**src/rtl/modulo_carregador_instrucoes.sv**
```systemverilog
// Instruction loader: assembles MSB-first bytes into words and writes them to
// instruction memory, one write strobe per word, with an inter-byte timeout.
module modulo_carregador_instrucoes #(
  parameter int DATA_WIDTH     = 32,
  parameter int ADDR_WIDTH     = 13,
  parameter int TIMEOUT_CYCLES = 50000
) (
  input  logic                  clk,
  input  logic                  rst,
  input  logic                  start,
  input  logic [ADDR_WIDTH:0]   num_words,
  input  logic                  byte_valid,
  input  logic [7:0]            byte_data,
  output logic                  byte_ready,
  output logic                  we,
  output logic [ADDR_WIDTH-1:0] waddr,
  output logic [DATA_WIDTH-1:0] wdata,
  output logic                  busy,
  output logic                  done,
  output logic                  error
);

  localparam int TW = $clog2(TIMEOUT_CYCLES + 1);
  localparam logic [ADDR_WIDTH:0] MAX_WORDS = {1'b1, {ADDR_WIDTH{1'b0}}};
  localparam logic [TW-1:0]       TO_LAST   = TW'(TIMEOUT_CYCLES - 1);

  typedef enum logic [1:0] {IDLE, RECV, WRITE, FIN} state_t;

  state_t                state, state_nxt;
  logic [ADDR_WIDTH:0]   remaining;
  logic [ADDR_WIDTH-1:0] addr;
  logic [1:0]            bidx;
  logic [TW-1:0]         tcnt;
  logic [DATA_WIDTH-1:0] word;
  logic [DATA_WIDTH-1:0] word_nxt;
  logic [ADDR_WIDTH-1:0] waddr_q;
  logic [DATA_WIDTH-1:0] wdata_q;
  logic                  err_q;
  logic                  accept;
  logic                  last_byte;
  logic                  timeout;
  logic                  last_word;

  function automatic logic [ADDR_WIDTH:0] sat_count(input logic [ADDR_WIDTH:0] n);
    return (n > MAX_WORDS) ? MAX_WORDS : n;
  endfunction

  // Reset masks every control output combinationally so a WRITE cycle that
  // coincides with rst never produces a strobe.
  assign byte_ready = (state == RECV) && !rst;
  assign we         = (state == WRITE) && !rst;
  assign busy       = (state != IDLE) && !rst;
  assign done       = (state == FIN) && !rst;
  assign error      = err_q && !rst;
  assign waddr      = waddr_q;
  assign wdata      = wdata_q;

  assign accept    = byte_ready && byte_valid;
  assign last_byte = accept && (bidx == 2'd3);
  assign timeout   = (state == RECV) && !byte_valid && (tcnt == TO_LAST);
  assign last_word = (remaining == (ADDR_WIDTH+1)'(1));
  assign word_nxt  = {word[DATA_WIDTH-9:0], byte_data};

  always_comb begin
    state_nxt = state;
    case (state)
      IDLE:  if (start) state_nxt = (num_words == '0) ? FIN : RECV;
      RECV: begin
        if (last_byte)    state_nxt = WRITE;
        else if (timeout) state_nxt = IDLE;
      end
      WRITE: state_nxt = last_word ? FIN : RECV;
      FIN:   state_nxt = IDLE;
      default: state_nxt = IDLE;
    endcase
  end

  always_ff @(posedge clk) begin
    if (rst) begin
      state     <= IDLE;
      remaining <= '0;
      addr      <= '0;
      bidx      <= '0;
      tcnt      <= '0;
      err_q     <= 1'b0;
      word      <= '0;
      waddr_q   <= '0;
      wdata_q   <= '0;
    end else begin
      state <= state_nxt;
      err_q <= timeout;

      if (state == IDLE && start) begin
        remaining <= sat_count(num_words);
        addr      <= '0;
        bidx      <= '0;
      end

      // Idle-gap counter only runs while waiting for bytes.
      if (state != RECV || accept) tcnt <= '0;
      else                         tcnt <= tcnt + TW'(1);

      if (accept) begin
        word <= word_nxt;
        bidx <= bidx + 2'd1;
      end

      if (last_byte) begin
        waddr_q <= addr;
        wdata_q <= word_nxt;
      end

      if (timeout) bidx <= '0;

      if (state == WRITE) begin
        addr      <= addr + ADDR_WIDTH'(1);
        remaining <= remaining - (ADDR_WIDTH+1)'(1);
      end
    end
  end

endmodule

```
**config.mk**
```make
export PLATFORM = sky130hd
export DESIGN_NAME = modulo_carregador_instrucoes
export DESIGN_NICKNAME = d
export VERILOG_FILES = /design/src/rtl/modulo_carregador_instrucoes.sv
export SDC_FILE = /design/constraint.sdc
export NUM_CORES = 1
export LEC_CHECK = 0
export CORE_MARGIN = 2
export CORE_UTILIZATION = 45
export DETAILED_ROUTE_END_ITERATION = 12
export PLACE_DENSITY = 0.69
export SLEW_MARGIN = 20
export SYNTH_ARGS = -nofsm -noshare
export SYNTH_HDL_FRONTEND = slang
export SYNTH_SLANG_ARGS = --single-unit
export TNS_END_PERCENT = 30
```
**constraint.sdc**
```tcl
create_clock -name clk -period 5.5 [get_ports clk]
set_clock_uncertainty 0.05 [all_clocks]
set_input_delay 0.55 -clock clk [delete_from_list [all_inputs] [get_ports clk]]
set_output_delay 0.55 -clock clk [all_outputs]
set_load 0.05 [all_outputs]
```
==> flow_metrics.env <==
export IMPL_r2r_end="state[1]"
export IMPL_worstPathMaxFanout=22
export IMPL_arrival_ns=2.86
export IMPL_ys_warnings_count=0
export IMPL_rsz0062_at_grt="no"
export IMPL_wl_per_cell_um=13.9
export IMPL_cts_sinks=117
export IMPL_std_cell_rows=38
export IMPL_routed_via_density=5.44
export IMPL_grtUsageTotal=0.203
export IMPL_run_status="completed"
export IMPL_relSlewSlack=0.308
export IMPL_fp_dieH_um=109
export IMPL_diodes=0
export IMPL_layout_area_overhead_vs_synth_pct=27.6
export IMPL_grt_pass1_wl_um=19000
export IMPL_cts_tree="built"
export IMPL_ctsResizeCount=0
export IMPL_cts_hold_buf=0
export IMPL_core_um2=10800
export IMPL_final_util=0.587
export IMPL_synth_net_count=650
export IMPL_path_class="reg2out"
export IMPL_die_area_um2=11900
export IMPL_cp_start_kind="flop"
export IMPL_setup_violations=0
export IMPL_reg2reg_slack_ns=2.89
export IMPL_ys_types=50
export IMPL_async_reset_ff_frac=0
export IMPL_finalHoldViolCount=0
export IMPL_crit_path_end_kind="output port"
export IMPL_powerDensity_nw_per_um2=337
export IMPL_maxCapViolCount=0
export IMPL_overflow=0
export IMPL_via_count=4506
export IMPL_post_cts_buffers=0
export IMPL_critical_path_required_ns=4.90
export IMPL_synth_edff_count=0
export IMPL_dp_hpwl_um=7500
export IMPL_p_leak_nw=2.03
export IMPL_endpoint="we"
export IMPL_synthFlopType="dfxtp_1"
export IMPL_ant_nets=0
export IMPL_layout_cells_most_common="nand2_1"
export IMPL_reg2regPathDepth=3
export IMPL_avgSynthCellArea_um2=8.02
export IMPL_gp_congestion=0.842
export IMPL_clk_pin_slew_ns=0.06
export IMPL_netlist_instances=619
export IMPL_most_common_layout_cells="nand2_1, dfxtp_1, clkdlybuf4s50_1, a21oi_1, nor2_1"
export IMPL_io_pins=76
export IMPL_fin_tns_setup_ns=0
export IMPL_setup_ws_ns=2.04
export IMPL_period_share=0.628
export IMPL_reg2reg_from="state[0]"
export IMPL_drc=0
export IMPL_routed_wl_um=11500
export IMPL_finalMaxSlewViolations=0
export IMPL_fmax_ghz=0.289
export IMPL_syn_area_um2=4960
export IMPL_drt_initial_drc_count=230
export IMPL_min_period_ns=3.46
export IMPL_grt_max_degree=110
export IMPL_antenna_found_initial=0
export IMPL_cts_root_buf="clkbuf_8"
export IMPL_ir_worst_vdd_mv=0.200
export IMPL_finalNetCount=707
export IMPL_ctsHtreeMaxLevel=4
export IMPL_tightest_slew_ns=1.04
export IMPL_seq_area_frac_synth=0.472
export IMPL_ys_ff_latch=117
export IMPL_numCtsBuffers=17
export IMPL_drt_first_pass_iters=5
export IMPL_clock_latency_ns=0.50
export IMPL_hold_path_class="reg2reg"
export IMPL_port_buffers=75
export IMPL_drive_above_1_share=0.0697
export IMPL_start_util=0.460
export IMPL_grt_pass1_vias=4072
export IMPL_dpl_worst_slack_ns=2.39
export IMPL_cts_buffer_depth=2
export IMPL_startpoint="state[1]"
export IMPL_die_w_um=109
[layout make-up]
cell class	count	area, µm²
clock buffers	19	422
fillers	988	4460
well taps	140	175
inverters	11	41.3
clock inverters	13	134
repair buffers	79	778
multi-input cells	450	2440
flip-flops and latches	117	2340
[state kept, by name, indices dropped and copies added (netlist names)]
name / cells
err_q: 1
addr: 13
state: 2
tcnt: 16
waddr: 13
word: 24
remaining: 14
bidx: 2
wdata: 32
[cell usage after synthesis (2+ instances only)]
master      n  share of area
a211oi_1    4         0.0061
xor2_1      2         0.0035
nor4_1     10          0.013
nor3_1      9         0.0091
o31ai_1     3         0.0045
inv_1      11         0.0083
dfxtp_1   117           0.47
or4_1       9          0.014
a32oi_1     2         0.0035
nand2_1   134           0.10
nand2b_1   29          0.037
or3_1       5         0.0063
nor2b_1     5         0.0063
mux2_2      3         0.0068
buf_2       4         0.0040
or4b_2      2         0.0040
ha_1        5          0.013
o21ai_0    34          0.034
nand3_1    24          0.024
a311oi_1    6          0.011
nor3b_1     4         0.0061
xnor2_1    10          0.018
a31oi_1    10          0.013
a21oi_1    69          0.070
clkbuf_1   36          0.027
nand4_1     6         0.0076
a41oi_1     2         0.0035
o311ai_0    3         0.0053
and3_1      3         0.0038
nor2_1     38          0.029
[stage by stage]
stage / area, µm² / hold slack, ns / cells / power, mW
after global placement: 5780 / 0.389 / 797 / 1.13
after global routing: 6330 / 0.419 / 829 / 2.22
final: 6330 / 0.400 / 829 / 2.14
after floorplan: 4960 / 0.380 / 619 / 1.06
after CTS: 6330 / 0.401 / 829 / 2.15
after detailed placement: 5780 / 0.393 / 797 / 1.13
[where the power goes]
| part | total, mW | switching, mW | leakage, nW | internal (mW) |
|---|---|---|---|---|
| Sequential | 0.902 | 0.0312 | 0.945 | 0.871 |
| Combinational | 0.214 | 0.131 | 0.818 | 0.0829 |
| Clock | 1.02 | 0.379 | 0.268 | 0.641 |
[worst min-delay path by stage]
stage | startpoint | end | slack, ns | cells past startpoint
final | wdata[17] | wdata[17] | 0.40 | 2
after CTS | word[23] | wdata[31] | 0.40 | 2
after global placement | tcnt[0] | tcnt[0] | 0.39 | 1
after detailed placement | word[23] | wdata[31] | 0.39 | 2
after global routing | wdata[21] | wdata[21] | 0.42 | 2
after floorplan | tcnt[0] | tcnt[0] | 0.38 | 1
[cells by family (layout without fill, tap and decap cells)]
logic type / count (synthesis) / after routing / share of synthesized area
and+or+nand+nor: 285 / 285 / 0.273
AOI/OAI and AO/OA: 144 / 144 / 0.172
DFF: 117 / 117 / 0.472
buffers and inverters: 52 / 122 / 0.0403
xor gates and xnor gates: 12 / 12 / 0.0212
adders and majority gates: 5 / 5 / 0.0126
muxes: 4 / 4 / 0.00882
[per-layer routing]
| metal | GRT usage | vias up | wire, µm |
|---|---|---|---|
| met1 | 0.268 | 2093 | 5330 |
| met4 | 0.0833 | 0 | 176 |
| met3 | 0.0400 | 15 | 540 |
| met5 | 0 | - | 0 |
| li1 | - | 2268 | - |
| met2 | 0.324 | 130 | 5500 |
[critical path: stages (launching register included)]
cell             delay, ns
dfxtp_1               0.64
nand2b_1              0.58
nor2_1                0.30
clkdlybuf4s50_1       0.84
Power figures use the tool's default switching activity.
